===== src/rtl/tick_sched_pkg.sv =====
// Shared types and default widths for the tick scheduler.
// Optional feature macro: TICK_SCHED_ONESHOT_EN (per-channel one-shot mode).
package tick_sched_pkg;

    localparam int unsigned NCH_DEF   = 4;
    localparam int unsigned PRE_W_DEF = 16;
    localparam int unsigned PER_W_DEF = 16;

    typedef enum logic {CH_IDLE, CH_RUN} ch_state_t;

    // Per-channel architectural state
    typedef struct packed {
        ch_state_t              state;
`ifdef TICK_SCHED_ONESHOT_EN
        logic                   oneshot;
`endif
        logic [PER_W_DEF-1:0]   count;
        logic [PER_W_DEF-1:0]   period;
    } ch_reg_t;

    // A programmed period of 0 behaves as 1
    function automatic logic [PER_W_DEF-1:0] period_floor(input logic [PER_W_DEF-1:0] p);
        return (p == '0) ? PER_W_DEF'(1) : p;
    endfunction

endpackage


===== src/rtl/tick_channel.sv =====
// One scheduler channel: counts base ticks and emits a periodic event pulse.
// Optional feature macro: TICK_SCHED_ONESHOT_EN (stop after the first event).
module tick_channel
    import tick_sched_pkg::*;
(
    input  logic                 clk,
    input  logic                 rst,
    input  logic                 tick,
    input  logic                 wr_hit,
    input  logic                 wr_start,
`ifdef TICK_SCHED_ONESHOT_EN
    input  logic                 wr_oneshot,
`endif
    input  logic [PER_W_DEF-1:0] wr_period,
    output logic                 evt,
    output logic                 busy
);

    ch_reg_t              ch;
    logic [PER_W_DEF-1:0] count_nxt;

    assign count_nxt = ch.count + PER_W_DEF'(1);

    // Channel FSM: a write to this channel always wins over a same-cycle tick
    always_ff @(posedge clk) begin
        if (rst) begin
            ch  <= '0;
            evt <= 1'b0;
        end else begin
            evt <= 1'b0;
            if (wr_hit) begin
                if (wr_start) begin
                    ch.state  <= CH_RUN;
                    ch.count  <= '0;
                    ch.period <= period_floor(wr_period);
`ifdef TICK_SCHED_ONESHOT_EN
                    ch.oneshot <= wr_oneshot;
`endif
                end else begin
                    ch.state <= CH_IDLE;
                end
            end else if ((ch.state == CH_RUN) && tick) begin
                if (count_nxt == ch.period) begin
                    ch.count <= '0;
                    evt      <= 1'b1;
`ifdef TICK_SCHED_ONESHOT_EN
                    if (ch.oneshot) begin
                        ch.state <= CH_IDLE;
                    end
`endif
                end else begin
                    ch.count <= count_nxt;
                end
            end
        end
    end

    // busy is a direct decode of the state flop
    assign busy = (ch.state == CH_RUN);

endmodule


===== src/rtl/tick_scheduler.sv =====
// Shared timebase: free-running prescaler producing a base tick, plus NCH
// channels that turn base ticks into periodic single-cycle event enables.
// Optional feature macro: TICK_SCHED_ONESHOT_EN (adds wr_oneshot input).
// Channel period storage width is PER_W_DEF from the package.
module tick_scheduler
    import tick_sched_pkg::*;
#(
    parameter  int unsigned NCH   = NCH_DEF,
    parameter  int unsigned PRE_W = PRE_W_DEF,
    parameter  int unsigned PER_W = PER_W_DEF,
    localparam int unsigned CH_W  = (NCH > 1) ? $clog2(NCH) : 1
) (
    input  logic             clk,
    input  logic             rst,
    input  logic [PRE_W-1:0] prescale,
    input  logic             wr_en,
    input  logic [CH_W-1:0]  wr_ch,
    input  logic             wr_start,
    input  logic [PER_W-1:0] wr_period,
`ifdef TICK_SCHED_ONESHOT_EN
    input  logic             wr_oneshot,
`endif
    output logic             wr_ack,
    output logic             tick,
    output logic [NCH-1:0]   evt,
    output logic [NCH-1:0]   busy
);

    logic [PRE_W-1:0]     pcnt;
    logic [PRE_W-1:0]     pre_last;
    logic [PER_W_DEF-1:0] period_in;

    // Terminal count is max(prescale,1)-1; compare with >= so a lowered
    // prescale takes effect immediately instead of wrapping
    assign pre_last  = (prescale == '0) ? '0 : prescale - PRE_W'(1);
    assign period_in = PER_W_DEF'(wr_period);

    // Free-running prescaler, never restarted by configuration writes
    always_ff @(posedge clk) begin
        if (rst) begin
            pcnt <= '0;
            tick <= 1'b0;
        end else if (pcnt >= pre_last) begin
            pcnt <= '0;
            tick <= 1'b1;
        end else begin
            pcnt <= pcnt + PRE_W'(1);
            tick <= 1'b0;
        end
    end

    // Every write is acknowledged, including writes to absent channels
    always_ff @(posedge clk) begin
        if (rst) begin
            wr_ack <= 1'b0;
        end else begin
            wr_ack <= wr_en;
        end
    end

    // Write decode and channel instances
    for (genvar i = 0; i < NCH; i++) begin : g_ch
        logic wr_hit;
        assign wr_hit = wr_en && (wr_ch == CH_W'(i));

        tick_channel u_ch (
            .clk        (clk),
            .rst        (rst),
            .tick       (tick),
            .wr_hit     (wr_hit),
            .wr_start   (wr_start),
`ifdef TICK_SCHED_ONESHOT_EN
            .wr_oneshot (wr_oneshot),
`endif
            .wr_period  (period_in),
            .evt        (evt[i]),
            .busy       (busy[i])
        );
    end

endmodule


===== config.mk =====
export PLATFORM = sky130hd
export DESIGN_NAME = tick_scheduler
export DESIGN_NICKNAME = d
export VERILOG_FILES = /design/src/rtl/tick_sched_pkg.sv /design/src/rtl/tick_channel.sv /design/src/rtl/tick_scheduler.sv
export SDC_FILE = /design/constraint.sdc
export NUM_CORES = 1
export LEC_CHECK = 0
export CAP_MARGIN = 10
export CELL_PAD_IN_SITES_DETAIL_PLACEMENT = 1
export CELL_PAD_IN_SITES_GLOBAL_PLACEMENT = 1
export CORE_AREA = 4 4 158 160
export DETAILED_ROUTE_END_ITERATION = 16
export DIE_AREA = 0 0 162 164
export PLACE_DENSITY = 0.75
export SYNTH_ARGS = -nofsm -noshare
export SYNTH_HDL_FRONTEND = slang
export SYNTH_SLANG_ARGS = --single-unit

===== constraint.sdc =====
create_clock -name clk -period 10.75 [get_ports clk]
set_clock_uncertainty 0.15 [all_clocks]
set_input_delay 2.15 -clock clk [delete_from_list [all_inputs] [get_ports clk]]
set_output_delay 2.15 -clock clk [all_outputs]
set_load 0.05 [all_outputs]

==> summary.txt <==
Status
  – Outcome: finished clean

Synthesis
  – Adder-cell share of the synthesized area: between 3 and 4%
  – Mux cell area share after synthesis: around 1.2%
  – Area contributors post-synth: dfxtp_1, nand2_1, xnor2_1
  – Main combinational cell family by area after synthesis: simple AND/OR/NAND/NOR gates
  – Async SR Flop Fraction: 0%
  – Seq cells post-synth: around 150
  – Average size of a mapped cell: between 7 and 8 um2
  – Post-Syn Area: a little over 0.009 mm2
  – Simple-gate share of the synthesized area: between 20% and 30%
  – Sequential area share after synthesis: 33.29%
  – Synth Area in Compound Gates: between 10% and 20%
  – Synth top area share: between 30% and 40%
  – Post-synth cell types: 71
  – Area leader, netlist: dfxtp_1
  – Cells after synthesis: 1199
  – Ys flop type: dfxtp_1
  – Post-synth EDFFs: 0
  – Yosys warning count: 0
  – Net Count, Synth: ~1300
  – Synth Area in XOR/XNOR: between 10% and 20%

Timing
  – Slew headroom: between 20% and 30%
  – RSZ-0062 raised after global routing: false
  – Min Hold Slack: ~0.32 ns
  – Final setup fails: 0
  – Fmax: 169.5 MHz
  – Fin. Hold Viols: 0
  – Worst Tran Pin Value: between 1 and 1.5 ns
  – Fin crit period: between 5 and 6 ns
  – Tcrit/Tclk final: about 55%
  – Post-route setup slack: about 4.8 ns
  – Max-slew violation count: 0
  – TNS Setup: 0 ns

Setup path
  – Worst Path Buf+Inv: 2
  – Critical Path Start: prescale[10]
  – Crit Path Max Fanout: 16
  – Reg2reg start: g_ch[3].u_ch.ch[18]
  – CP endpoint kind: flip-flop
  – CP max stage cell: or4_1
  – WP data required: roughly 11 ns
  – Crit-path leading delay family: simple AND/OR/NAND/NOR gates
  – Arrival time worst endpoint: a little over 6 ns
  – Worst setup SP type: input port
  – Max stage delay on crit path: ~0.60 ns
  – Crit path cell chain: clkdlybuf4s50_1, or4_1, nor4_1, nand4_1, and2_1, ha_1, nand2b_1, a21o_1, a21o_1, a211oi_1, o31a_1, nor3_1, buf_4, nor3_1
  – Critical path class: input port to flip-flop

Global routing
  – Overflow after GRT: 0
  – Via count of the first global-routing pass: 8572
  – Largest net degree at the start of global routing: 53
  – Initial antenna violation count: 1
  – Global-route wire length before repair: between 40000 and 50000 um
  – Total track usage: between 20% and 30%

Placed design
  – Port bufs: 47
  – Post-Place Worst Slack: 4.354 ns
  – Post-Place Cells: 1490
  – RePlAce Congestion: around 0.86
  – Dpl hpwl: between 15000 and 20000 um

Clock network
  – CTS tree: done
  – Clock Sinks: about 150
  – H-tree depth: 4
  – Hold-fix buffers, CTS: 0
  – Max Buffers Root-to-Sink: 2
  – Post_cts resized: 0
  – Worst skew pair latency: between 0.4 and 0.5 ns
  – Post-CTS setup buffers: 0
  – Cts bufs inserted: 17
  – Root Buffer: clkbuf_16
  – Worst-path clk slew: about 0.06 ns

Routing
  – First-iteration detailed-routing DRC count: about 360
  – First-pass iteration count of the detailed router: 5
  – Via count: 8508
  – Post-route ant nets: 0
  – DRT Wirelength: between 20000 and 30000 um
  – Routed wire per std cell: between 15 and 20 um
  – Mean number of vias per cell: ~5.6
  – # DRC: 0

Die
  – # rows: 56
  – Die X: around 160 um
  – Die area: approximately 0.027 mm2
  – # IOs: 48
  – Core area: around 0.023 mm2
  – Die Ht: 164 um
  – Starting Density: 39.57%

Pwr
  – Leakage power: ~3.8 nW
  – Power density over the cells: about 130 mW/mm2
  – Power, Total: 1.330 mW
  – Worst IR Drop VDD: roughly 79 uV

Job
  – Max-cap violation count: 0

Cells and area
  – Nets: between 1000 and 1500
  – Final Non-Filler Cells: 1520
  – # diodes: 0
  – Layout cell share with drive strength beyond 1: 4.330%
  – Area delta synth->final: 12.88%

Hold path
  – Worst hold path type: flip-flop to flip-flop
  – HP Start: g_ch[1].u_ch.ch[4]
metal layers:
metal | global-route usage (%) | wire length, um
met2 | 35.88 | 13140
met5 | 0 | 8
met4 | 5.652 | 425
met3 | 3.262 | 915
met1 | 26.23 | 12320
state kept, by name, summed over array words and instances (netlist names):
name and count:
g_ch.u_ch.evt 4, tick 1, pcnt 16, g_ch.u_ch.busy 4, wr_ack 1, g_ch.u_ch.ch 128
cells in the final DEF, fill, tap and decap left out, types with 7 or more instances in the layout:
cell             synthesis  layout
nand4_1                 34      34
nor2_1                  73      73
nand3_1                 65      65
nand3b_1                 7       7
a22o_1                   7       7
nand2_1                208     208
a211oi_1                11      11
mux2i_1                  9       9
o211ai_1                11      11
a31oi_1                  9       9
clkbuf_16                0      17
inv_1                   19      19
xnor2_1                 74      74
nor2b_1                 18      18
xor2_1                  60      60
ha_1                    23      23
nor3_1                  65      64
a221o_1                  7       7
and4_1                   7       7
nor4_1                  19      19
and3_1                  20      20
dfxtp_1                154     154
clkdlybuf4s50_1          0      46
a21o_1                   8       8
o21ai_0                 26      26
a21oi_1                 77      77
nand2b_1                13      13
where the power goes:
| group | leakage (nW) | internal [mW] | switching [mW] |
|---|---|---|---|
| logic | 2.21 | 0.0362 | 0.0537 |
| registers | 1.24 | 0.578 | 0.00731 |
| clock network | 0.304 | 0.408 | 0.248 |
| total | 3.76 | 1.02 | 0.309 |
cells in the mapped netlist (12+ instances only):
master,instances
nand4_1,34
nand2_1,208
dfxtp_1,154
buf_2,12
clkbuf_1,55
nor2b_1,18
and3_1,20
xnor2_1,74
nand3_1,65
ha_1,23
a21oi_1,77
nor3_1,65
nor4_1,19
xor2_1,60
o21ai_0,26
nand2b_1,13
inv_1,19
nor2_1,73
worst reg2reg max path: cells and delay by family (launching register included):
kind,cells,cell delay [ns]
AND/OR/NAND/NOR,4,1.63
AO/OA/AOI/OAI,2,1.02
flip-flops,1,0.54
multiplexers,1,0.32
cell type report:
cell class                 instances  area (um2)
fill                            2914       12950
multi-input combinational        946        5766
sequential                       154        3083
timing repair buffer              52       505.5
clock buffer                      17       425.4
tap                              319       399.1
clock inverter                    13       202.7
inverter                          19       71.32
final timing paths:
path	end	slack, ns	cells after the start
max	pcnt[5]	4.85	14
min reg2reg	g_ch[1].u_ch.ch[4]	0.32	2
max reg2reg	g_ch[3].u_ch.ch[19]	6.96	7
min	g_ch[1].u_ch.ch[4]	0.32	2
logic make-up after synthesis:
family,after synthesis
buf+inv,99
compound gates,211
fa+ha+maj,23
flops,154
mux,11
simple gates,567
xor+xnor,134
metrics by stage:
step,utilization (%),area [um2]
floorplan,-,9260
global placement,41.98,9824
detailed placement,41.98,9824
CTS,44.66,10450
global route,44.66,10450
finish,44.66,10450
(Power assumes the default switching activity.)
